## src/rtl/axis_pkt_framer.sv

```systemverilog
// axis_pkt_framer: frames a merged word stream into AXI4-Stream packets, inserting tlast by word count.
// Define AXIS_PKT_FRAMER_TIMEOUT_EN to add one-word lookahead and the input-idle timeout close.

module axis_pkt_framer #(
   parameter int DATA_WD = 64,
   parameter int LEN_WD  = 16,
   parameter int TO_WD   = 16
) (
   input  logic               clk,
   input  logic               rst,
   input  logic               s_axis_tvalid,
   input  logic [DATA_WD-1:0] s_axis_tdata,
   output logic               s_axis_tready,
   input  logic [LEN_WD-1:0]  pkt_len,
   input  logic [TO_WD-1:0]   timeout,
   output logic               m_axis_tvalid,
   output logic [DATA_WD-1:0] m_axis_tdata,
   output logic               m_axis_tlast,
   input  logic               m_axis_tready,
   output logic               pkt_done,
   output logic               to_flush
);

   localparam logic [LEN_WD-1:0] LEN_ZERO = {LEN_WD{1'b0}};
   localparam logic [LEN_WD-1:0] LEN_ONE  = {{(LEN_WD-1){1'b0}}, 1'b1};

   logic               h_valid_r;
   logic [DATA_WD-1:0] h_data_r;
   logic               o_valid_r;
   logic [DATA_WD-1:0] o_data_r;
   logic               o_last_r;
   logic [LEN_WD-1:0]  cnt_r;
   logic [LEN_WD-1:0]  len_q_r;
   logic               pkt_done_r;

   logic               push_ok_s;
   logic               accept_s;
   logic               h_last_s;
   logic               push_s;
   logic               start_s;

`ifdef AXIS_PKT_FRAMER_TIMEOUT_EN
   logic               h_force_r;
   logic [TO_WD-1:0]   idle_r;
   logic               to_flush_r;
   logic [TO_WD-1:0]   idle_inc_s;
   logic               fire_s;
`else
   logic               unused_timeout_s;
   assign unused_timeout_s = ^timeout;
`endif

   assign s_axis_tready = !h_valid_r | push_ok_s;

   // Push/accept decisions and packet-boundary detection
   always_comb begin
      push_ok_s = !o_valid_r | m_axis_tready;
      accept_s  = s_axis_tvalid & s_axis_tready;
`ifdef AXIS_PKT_FRAMER_TIMEOUT_EN
      h_last_s   = (cnt_r + LEN_ONE == len_q_r) | h_force_r;
      // A non-last word waits in H for its successor so it can still become the tlast beat.
      push_s     = h_valid_r & push_ok_s & (h_last_s | accept_s);
      idle_inc_s = idle_r + {{(TO_WD-1){1'b0}}, 1'b1};
      fire_s     = h_valid_r & !h_last_s & !accept_s &
                   (timeout != {TO_WD{1'b0}}) & (idle_inc_s == timeout);
`else
      h_last_s = (cnt_r + LEN_ONE == len_q_r);
      push_s   = h_valid_r & push_ok_s;
`endif
      // The incoming word opens a packet when nothing of the current packet remains ahead of it.
      if (h_valid_r) begin
         start_s = push_s & h_last_s;
      end else begin
         start_s = (cnt_r == LEN_ZERO);
      end
   end

   // Hold register, packet word counter and latched packet length
   always_ff @(posedge clk) begin
      if (rst) begin
         h_valid_r <= 1'b0;
         h_data_r  <= {DATA_WD{1'b0}};
         cnt_r     <= LEN_ZERO;
         len_q_r   <= LEN_ONE;
      end else begin
         if (accept_s) begin
            h_valid_r <= 1'b1;
            h_data_r  <= s_axis_tdata;
         end else if (push_s) begin
            h_valid_r <= 1'b0;
         end
         if (push_s) begin
            cnt_r <= h_last_s ? LEN_ZERO : cnt_r + LEN_ONE;
         end
         if (accept_s & start_s) begin
            len_q_r <= (pkt_len == LEN_ZERO) ? LEN_ONE : pkt_len;
         end
      end
   end

   // Output register and tlast-handshake pulse
   always_ff @(posedge clk) begin
      if (rst) begin
         o_valid_r  <= 1'b0;
         o_data_r   <= {DATA_WD{1'b0}};
         o_last_r   <= 1'b0;
         pkt_done_r <= 1'b0;
      end else begin
         pkt_done_r <= o_valid_r & m_axis_tready & o_last_r;
         if (push_s) begin
            o_valid_r <= 1'b1;
            o_data_r  <= h_data_r;
            o_last_r  <= h_last_s;
         end else if (m_axis_tready) begin
            o_valid_r <= 1'b0;
         end
      end
   end

`ifdef AXIS_PKT_FRAMER_TIMEOUT_EN
   // Idle counter and forced close; an accept in the firing cycle cancels the close
   always_ff @(posedge clk) begin
      if (rst) begin
         idle_r     <= {TO_WD{1'b0}};
         h_force_r  <= 1'b0;
         to_flush_r <= 1'b0;
      end else begin
         to_flush_r <= fire_s;
         if (accept_s | push_s) begin
            idle_r    <= {TO_WD{1'b0}};
            h_force_r <= 1'b0;
         end else if (fire_s) begin
            idle_r    <= idle_inc_s;
            h_force_r <= 1'b1;
         end else if (h_valid_r & !h_last_s) begin
            idle_r <= idle_inc_s;
         end
      end
   end

   assign to_flush = to_flush_r;
`else
   assign to_flush = 1'b0;
`endif

   assign m_axis_tvalid = o_valid_r;
   assign m_axis_tdata  = o_data_r;
   assign m_axis_tlast  = o_last_r;
   assign pkt_done      = pkt_done_r;

endmodule

```

## config.mk

```make
export PLATFORM = sky130hd
export DESIGN_NAME = axis_pkt_framer
export DESIGN_NICKNAME = d
export VERILOG_FILES = /design/src/rtl/axis_pkt_framer.sv
export SDC_FILE = /design/constraint.sdc
export NUM_CORES = 1
export LEC_CHECK = 0
export BUFFER_PORTS_ARGS = -buffer_cell sky130_fd_sc_hd__buf_2
export CORE_MARGIN = 5
export CORE_UTILIZATION = 40
export DETAILED_ROUTE_END_ITERATION = 10
export PLACE_DENSITY = 0.72
export SLEW_MARGIN = 20
export SYNTH_ARGS = -nofsm -noshare
export SYNTH_HDL_FRONTEND = slang
export SYNTH_SLANG_ARGS = --single-unit
```

## constraint.sdc

```tcl
create_clock -name clk -period 4.8 [get_ports clk]
set_input_delay 0.96 -clock clk [delete_from_list [all_inputs] [get_ports clk]]
set_output_delay 0.96 -clock clk [all_outputs]
set_load 0.01 [all_outputs]
```

==> results.ini <==
[synth]
async_flop_share_pct=0
syn_avg_cell_area_um2=8.01
synth_flop_cell=dfxtp_1
ys_types=55
yosysTopAreaCell=dfxtp_1
syn_inst=835
ys_seq_area_share_pct=49.1
syn_area_mm2=0.00669
ys_top_cells_by_area=dfxtp_1, nand2_1, a21oi_1, nand2b_1, mux2i_1
synth_top_cell_area_share_pct=49.1
ys_warn_count=0
synth_edf_count=0
synthesis.nets=937
ys_ff_latch=164

[cells_and_area]
num_antenna_cells=0
drive_gt1_share_pct=21.4
layout.cells.non_filler=1177
fin_area_mm2=0.00807
area_delta_synth_final_pct=20.7
final_nets=1046
n_fill_cell=1665

[routing]
routed_via_density=4.93
first_pass_iters=4
vias=5800
drt_wl_total_mm=16.1
final_antenna_net_count=0
wl_per_cell_um=13.7
route.detailed.drc=0
drt_iter0_drc=283

[power_and_ir_drop]
p_seq_share_pct=46.8
p_clk_share_pct=44.6
powerDensity_mw_per_mm2=385
power.leakage_nw=3.28
comb_power_share_pct=8.6
ir_drop_uv=251
netSwitchingFraction_pct=25.2
switchingPower_uw=783
p_int_mw=2.32

[run_status]
status=completed

[critical_path]
crit_arrival_ps=3500
cp_max_fo=16
crit_path_end_kind=flip-flop
crit_buf_inv=0
critical_path.top_delay_family=simple AND/OR/NAND/NOR gates
path_class=reg -> reg
cpPeakStageDelay_ps=770
cpMaxStageDelayCell=a31o_1
cp.required_ps=5150
cp-start-kind=flip-flop
crit_path_frequent_cell=nor4_2
crit_chain=ha_1 > nand3_2 > nor4_2 > xnor2_1 > nor4_2 > nor2b_1 > a31o_1 > mux2i_1

[timing]
tightest_slew_ps=1020
fin_skew_ps=9.84
setup_viol=0
hold_violations=0
max_slew_margin_pct=31.7
finalCritPeriodShare_pct=65.7
setup_tns_ps=0
fmax_mhz=317
rsz0062_at_grt=false
period_needed_ps=3150
maxSlewViolCount=0

[floorplanning]
io_pins=169
core_region_area_mm2=0.0165
dieArea_mm2=0.0194
die_w_um=139
die_y_um=139
rows=47
start_util_pct=40.6

[grt]
antenna_found_initial=2
grt_max_degree=111
grt_pass1_wl_mm=26.8
track_usage_pct=16.6
grt_pass1_vias=5509
gr-total-overflow=0

[clocking]
cts_buffers=17
ctsRootBufferMaster=clkbuf_16
cts_tree=yes
cts_resized=0
clk_pin_slew_ps=70
postCtsSetupBuffers=0
clk_latency_ps=430
clockBufferDepth=2
cts.sinks=164
cts_htree_levels=4
holdBufCountCts=0

[place]
dp_hpwl_mm=10.6
gp_congestion=0.854
post_dp_cell_area_mm2=0.00747
dp_cells=1145
portBuffers=151

[worst_hold_path]
min_path_type=reg -> reg

[run]
max_cap_violations=0

## cells in the final DEF (no fill, tap or decap), types with 10 or more instances in the layout
cell and n:
mux2i_1 19, a21oi_1 132, nor2_1 12, xor2_1 11
dfxtp_1 164, xnor2_1 18, buf_2 150, nand2b_1 33
nand2_1 282, clkbuf_16 17, nand3_1 10
## worst min-delay path, stage by stage (launching register included)
cell	delay (ps)
dfxtp_1	310
nand2_1	50
a21oi_1	50
## sequential cells by signal (all words and copies together), names as in the netlist
| name | flops |
|---|---|
| cnt_r | 16 |
| h_valid_r | 1 |
| pkt_done | 1 |
| m_axis_tlast | 1 |
| len_q_r | 16 |
| m_axis_tdata | 64 |
| h_data_r | 64 |
| m_axis_tvalid | 1 |
## Yosys cell counts (all sizes together) (2+ instances only)
master	count
or3	2
nand3	12
nor4	10
and2	2
a31oi	2
nor2	12
xnor2	18
buf	16
nor3	8
ha	2
clkbuf	50
xor2	11
nand4b	2
inv	5
nand2b	33
or4	2
mux2i	19
nand4	9
dfxtp	164
and3	4
a21oi	132
o21ai	12
nand2	284
nor2b	4
or2	2
## layout make-up
class,count,area (um^2),share of cell area [%]
Inverter,5,18.8,0.233
Clock inverter,14,163,2.02
Multi-Input combinational cell,600,3090,38.3
Sequential cell,164,3280,40.7
Clock buffer,18,439,5.44
Timing Repair Buffer,156,796,9.86
Tap cell,220,275,3.41
## power groups by stage
stage          sequential [mW]  clock (mW)  combinational (mW)
2_1_floorplan             1.48           0               0.183
3_3_place_gp              1.48           0               0.266
3_5_place_dp              1.48           0               0.270
4_1_cts                   1.45        1.42               0.271
5_1_grt                   1.46        1.48               0.299
6_report                  1.45        1.39               0.267
## layer usage
layer | wire length, um | global-route usage, % | vias up
li1 | - | - | 2961
met1 | 7070 | 20.2 | 2674
met2 | 7660 | 26.6 | 122
met3 | 918 | 5.52 | 39
met4 | 473 | 7.72 | 4
met5 | 19 | 0 | -
## final timing paths
check / depth (start not counted) / end / slack [ps] / from
hold / removal: 2 / m_axis_tdata[25] / 440 / h_data_r[25]
setup / recovery: 8 / len_q_r[11] / 1650 / cnt_r[0]
hold reg to reg: 2 / m_axis_tdata[25] / 440 / h_data_r[25]
setup reg to reg: 8 / len_q_r[11] / 1650 / cnt_r[0]
## through the flow
stage | power (mW) | setup slack (ps) | utilization [%] | hold WS [ps]
5_1_grt | 3.24 | 1430 | 49.0 | 451
3_3_place_gp | 1.75 | 1720 | 45.3 | 436
4_1_cts | 3.14 | 1670 | 49.0 | 445
3_5_place_dp | 1.75 | 1670 | 45.3 | 443
2_1_floorplan | 1.67 | 2390 | - | 432
6_report | 3.11 | 1650 | 49.0 | 444
## cell families after synthesis
kind of cell	synth area share, %
AO/OA/AOI/OAI	12.2
XOR/XNOR	3.80
adder cells (fa/ha/maj)	0.374
buffers and inverters	4.75
flip-flops	49.1
multiplexers	2.84
other	0.0561
AND/OR/NAND/NOR	26.9
(Power assumes the default switching activity.)
